`src/rtl/async_evt_pkg.sv`:
```
// rtl/async_evt_pkg.sv - shared types and constants for the async event arbiter
package async_evt_pkg;

   typedef enum logic {
      EVT_IDLE  = 1'b0,
      EVT_OFFER = 1'b1
   } evt_state_e;

   localparam int                  DROP_CNT_W   = 8;
   localparam logic [DROP_CNT_W-1:0] DROP_CNT_MAX = 8'd255;

endpackage

```
`src/rtl/ff_sync.sv`:
```
// rtl/ff_sync.sv - two-flop synchronizer bank, asynchronous active-high reset
module ff_sync #(
   parameter int WIDTH = 1
) (
   input  logic             clk_i,
   input  logic             rst_i,
   input  logic [WIDTH-1:0] d_i,
   output logic [WIDTH-1:0] q_o
);

   logic [WIDTH-1:0] meta_q;
   logic [WIDTH-1:0] sync_q;

   always_ff @(posedge clk_i or posedge rst_i) begin
      if (rst_i) begin
         meta_q <= '0;
         sync_q <= '0;
      end else begin
         meta_q <= d_i;
         sync_q <= meta_q;
      end
   end

   assign q_o = sync_q;

endmodule

```
`src/rtl/async_evt_arbiter.sv`:
```
// rtl/async_evt_arbiter.sv - async rising-edge event capture with round-robin valid/ready delivery
// Optional saturating drop counter enabled by ASYNC_EVT_ARBITER_DROP_CNT_EN.
module async_evt_arbiter
   import async_evt_pkg::*;
#(
   parameter int N_REQ = 4,
   parameter int IDX_W = $clog2(N_REQ)
) (
   input  logic                  clk,
   input  logic                  rst_n,
   input  logic [N_REQ-1:0]      req_async,
   output logic                  evt_valid,
   input  logic                  evt_ready,
   output logic [IDX_W-1:0]      evt_idx,
   output logic [N_REQ-1:0]      pending,
   output logic                  drop_sticky,
   input  logic                  drop_clr,
   output logic [DROP_CNT_W-1:0] drop_cnt
);

   // First set bit of p searching upward from last+1, wrapping to 0.
   function automatic logic [IDX_W-1:0] rr_pick(input logic [N_REQ-1:0] p,
                                                input logic [IDX_W-1:0] last);
      logic found;
      int   j;
      rr_pick = '0;
      found   = 1'b0;
      for (int k = 1; k <= N_REQ; k++) begin
         j = (int'(last) + k) % N_REQ;
         if (!found && p[j]) begin
            rr_pick = IDX_W'(j);
            found   = 1'b1;
         end
      end
   endfunction

   logic             sync_rst;
   logic [N_REQ-1:0] req_s;
   logic [N_REQ-1:0] hist_q;
   logic [N_REQ-1:0] rise;
   logic [N_REQ-1:0] clr_vec;
   logic [N_REQ-1:0] pending_q, pending_d;
   logic             any_drop;
   logic             handshake;
   logic             sticky_q, sticky_d;
   evt_state_e       state_q, state_d;
   logic [IDX_W-1:0] idx_q, idx_d;
   logic [IDX_W-1:0] last_q, last_d;

   assign sync_rst = ~rst_n;

   ff_sync #(.WIDTH(N_REQ)) u_sync (
      .clk_i (clk),
      .rst_i (sync_rst),
      .d_i   (req_async),
      .q_o   (req_s)
   );

   assign rise      = req_s & ~hist_q;
   assign handshake = (state_q == EVT_OFFER) & evt_ready;
   assign clr_vec   = handshake ? (N_REQ'(1) << idx_q) : '0;

   // A rise coinciding with its own line's handshake re-queues rather than drops.
   assign pending_d = (pending_q & ~clr_vec) | rise;
   assign any_drop  = |(rise & pending_q & ~clr_vec);

   always_comb begin
      sticky_d = sticky_q | any_drop;
      if (drop_clr) begin
         sticky_d = 1'b0;
      end
   end

   always_comb begin
      state_d = state_q;
      idx_d   = idx_q;
      last_d  = last_q;
      case (state_q)
         EVT_IDLE: begin
            if (|pending_q) begin
               idx_d   = rr_pick(pending_q, last_q);
               state_d = EVT_OFFER;
            end
         end
         EVT_OFFER: begin
            if (evt_ready) begin
               last_d  = idx_q;
               state_d = EVT_IDLE;
            end
         end
      endcase
   end

   always_ff @(posedge clk or negedge rst_n) begin
      if (!rst_n) begin
         hist_q    <= '0;
         pending_q <= '0;
         sticky_q  <= 1'b0;
         state_q   <= EVT_IDLE;
         idx_q     <= '0;
         last_q    <= IDX_W'(N_REQ - 1);
      end else begin
         hist_q    <= req_s;
         pending_q <= pending_d;
         sticky_q  <= sticky_d;
         state_q   <= state_d;
         idx_q     <= idx_d;
         last_q    <= last_d;
      end
   end

   assign evt_valid   = (state_q == EVT_OFFER);
   assign evt_idx     = idx_q;
   assign pending     = pending_q;
   assign drop_sticky = sticky_q;

`ifdef ASYNC_EVT_ARBITER_DROP_CNT_EN
   logic [DROP_CNT_W-1:0] drop_cnt_q, drop_cnt_d;

   always_comb begin
      drop_cnt_d = drop_cnt_q;
      if (drop_clr) begin
         drop_cnt_d = '0;
      end else if (any_drop && (drop_cnt_q != DROP_CNT_MAX)) begin
         drop_cnt_d = drop_cnt_q + 1'b1;
      end
   end

   always_ff @(posedge clk or negedge rst_n) begin
      if (!rst_n) begin
         drop_cnt_q <= '0;
      end else begin
         drop_cnt_q <= drop_cnt_d;
      end
   end

   assign drop_cnt = drop_cnt_q;
`else
   assign drop_cnt = '0;
`endif

endmodule
```
`config.mk`:
```
export PLATFORM = sky130hd
export DESIGN_NAME = async_evt_arbiter
export DESIGN_NICKNAME = d
export VERILOG_FILES = /design/src/rtl/async_evt_pkg.sv /design/src/rtl/ff_sync.sv /design/src/rtl/async_evt_arbiter.sv
export SDC_FILE = /design/constraint.sdc
export NUM_CORES = 1
export LEC_CHECK = 0
export BUFFER_PORTS_ARGS = -buffer_cell sky130_fd_sc_hd__buf_4
export CAP_MARGIN = 20
export CORE_ASPECT_RATIO = 0.9
export CORE_MARGIN = 5
export CORE_UTILIZATION = 45
export DETAILED_ROUTE_END_ITERATION = 10
export PLACE_DENSITY = 0.7
export SLEW_MARGIN = 20
export SYNTH_ARGS = -nofsm -noshare
export SYNTH_HDL_FRONTEND = slang
export SYNTH_SLANG_ARGS = --single-unit
```
`constraint.sdc`:
```
create_clock -name clk -period 1.2 [get_ports clk]
set_input_delay 0.24 -clock clk [delete_from_list [all_inputs] [get_ports clk]]
set_output_delay 0.24 -clock clk [all_outputs]
set_load 0.005 [all_outputs]
```
==> flow_summary.json <==
{
  "rr_startpoint": "pending[2]$_DFF_PN0_",
  "dieWidth_um": 58.0,
  "avgSynthCellArea_um2": 11.1,
  "ant_nets": 0,
  "grt_max_degree": 23,
  "grt_pass1_wl_mm": 3.35,
  "wirelength_mm": 1.94,
  "antenna_found_initial": 0,
  "gp_congestion": 0.776,
  "clk_latency_ns": 0.30,
  "cts_tree": "built",
  "crit_type": "flip-flop to flip-flop",
  "cp_top_family": "simple AND/OR/NAND/NOR gates",
  "synth_edf_count": 0,
  "critPathBufInv": 1,
  "synthCells": 84,
  "core.rowCount": 15,
  "syn_area_um2": 932,
  "yosys.area.top_type": "dfrtp_1",
  "route.detailed.drc": 0,
  "maxCapViolations": 0,
  "grt.total_usage_pct": 14.9,
  "setup_ws_ns": -0.163,
  "syn2layout_area_growth_pct": 42.8,
  "rr_worst_depth": 5,
  "hold_end": "u_sync.meta_q[3]$_DFF_PN0_",
  "skew_ns": 0.00386,
  "hold_start": "req_async[3]",
  "total_power_mw": 2.85,
  "rsz0062_at_grt": "true",
  "die-area_mm2": 0.00308,
  "ios": 24,
  "critPathLaunchType": "flip-flop",
  "crit_required_ns": 1.40,
  "synthFlopType": "dfrtp_1",
  "clk_pin_slew_worst_paths_ns": 0.12,
  "end_kind": "flip-flop",
  "start_util_pct": 47.8,
  "ir_drop_mv": 1.19,
  "grt_pass1_vias": 749,
  "max_freq_mhz": 734,
  "power_density_mw_per_mm2": 2140,
  "die_h_um": 53.2,
  "async_reset_ff_share_pct": 100,
  "cp_slowest_cell": "or4b_4",
  "path_cells": "buf_6 -> nand3b_1 -> or4b_4 -> nand2_2 -> a31oi_1",
  "min_period_ns": 1.36,
  "grt_overflow": 0,
  "critPathLaunch": "pending[2]$_DFF_PN0_",
  "synth_top_area_share_pct": 53.7,
  "num-nets-final": 131,
  "violations": "setup timing",
  "final_hold_viol_count": 0,
  "r2r-end": "drop_sticky$_DFF_PN0_",
  "cts.sinks": 22,
  "ys_ff_latch": 22,
  "seq_area_frac_synth_pct": 59.3,
  "period_share_pct": 114,
  "synth_cell_type_count": 29,
  "wl_per_cell_um": 13.2,
  "dp_hpwl_mm": 1.26,
  "drtPass1Iterations": 4,
  "r2r_slack_ns": -0.16,
  "diodes": 0,
  "core-area_mm2": 0.00195,
  "synth_area_leaders": "dfrtp_1 54%, buf_4 6.4%, dfstp_2 5.6%, o21ai_0 3.8%, inv_1 3.2%",
  "htreeDepth": 1,
  "status": "finished with violations",
  "setup_viol": 9,
  "yosysWarnings": 0,
  "worst-path-max-fanout": 3,
  "drt_iter0_markers": 6,
  "drive_gt1_share_pct": 45.9,
  "hold_class": "primary input to flip-flop",
  "cts_buffer_depth": 2,
  "cts_buffers": 3,
  "dr_total_vias": 738,
  "cp_slowest_stage_delay_ns": 0.47,
  "fin_cells": 147,
  "io_buffers": 15,
  "power_leakage_nw": 0.642,
  "cp.arrival_ns": 1.56,
  "finalMaxSlewViolations": 0,
  "vias_per_cell": 5.02,
  "root_buffer": "clkbuf_4",
  "min_path_cells": 1,
  "dp_cells": 133
}
-- routing by layer --
layer,share of wire (%),vias up,wire [um],track usage [%]
li1,-,350,-,-
met1,37,360,722,14.9
met2,54,26,1040,28.8
met3,7.7,2,150,5.61
met4,1.2,0,24,4.25
met5,0,-,0,0
-- synth_stat cells, types with 2 or more instances --
| master | count |
|---|---|
| buf_4 | 8 |
| nand2_1 | 8 |
| mux2i_1 | 2 |
| nor2_1 | 3 |
| dfrtp_1 | 20 |
| dfstp_2 | 2 |
| nand3_1 | 2 |
| o22ai_1 | 2 |
| a31oi_1 | 2 |
| nand3b_1 | 2 |
| inv_1 | 8 |
| o21ai_0 | 7 |
| a21oi_1 | 2 |
-- final cells by class --
cell class	count	area, um2
multi-input combinational	52	332
fill	146	621
clock inverter	1	30.0
sequential	22	557
tap	25	31.3
inverter	8	30.0
timing repair buffer	36	329
clock buffer	3	22.5
-- what timing repair did --
action | CTS | global route
setup buffers | 8 | 2
hold buffers | 1 | 0
endpoints found under the hold margin | 20 | 0
pin swaps | 1 | 2
resized for setup | 13 | 13
setup endpoints to repair | 10 | 13
-- how the worst max path moves through the flow --
stage | end | cells after the start
2_1_floorplan | evt_idx[1]$_DFFE_PN0P_ | 4
3_3_place_gp | evt_idx[1]$_DFFE_PN0P_ | 4
3_5_place_dp | evt_idx[1]$_DFFE_PN0P_ | 4
4_1_cts | drop_sticky$_DFF_PN0_ | 5
5_1_grt | drop_sticky$_DFF_PN0_ | 5
6_report | drop_sticky$_DFF_PN0_ | 5
-- through the flow --
step	util (%)	setup TNS, ns	cell area (um2)	setup WS, ns	hold WS (ns)
finish	68.2	-0.853	1330	-0.163	0.0335
global route	68.2	-1.36	1330	-0.209	0.00112
CTS	66.3	-0.891	1290	-0.158	0.0150
detailed placement	57.5	-0.263	1120	-0.104	0.143
global placement	57.5	-0.214	1120	-0.0816	0.139
floorplan	-	-0.329	961	-0.140	-0.0556
-- where the power goes --
| group | switching, mW | total, mW | internal, mW |
|---|---|---|---|
| logic | 0.464 | 1.22 | 0.761 |
| clock network | 0.217 | 0.555 | 0.338 |
| registers | 0.164 | 1.07 | 0.903 |
-- cell families after synthesis --
logic type             synth area share (%)
AOI/OAI and AO/OA                      13.2
muxes                                  2.15
other                                 0.402
DFF                                    59.3
and+or+nand+nor                        14.8
buffers and inverters                  10.2
-- flip-flops by register name (all words and copies together) (netlist names) --
name and count:
hist_q 4, pending 4, u_sync.meta_q 4, u_sync.q_o 4
evt_idx 2, last_q 2, drop_sticky 1, evt_valid 1
-- layout by cell type, fill, tap and decap left out, types with 2 or more instances in the layout --
cell / count
a21oi_1: 2
a31oi_1: 2
buf_4: 20
buf_6: 15
clkbuf_4: 3
conb_1: 8
dfrtp_1: 17
dfrtp_2: 3
dfstp_2: 2
inv_1: 8
mux2i_1: 2
nand2_1: 7
nand2_2: 2
nand3_1: 2
nand3b_1: 2
nor2_2: 3
o21ai_0: 5
o21ai_1: 2
o22ai_1: 2
Note: power is estimated with default switching activity, not from simulation.
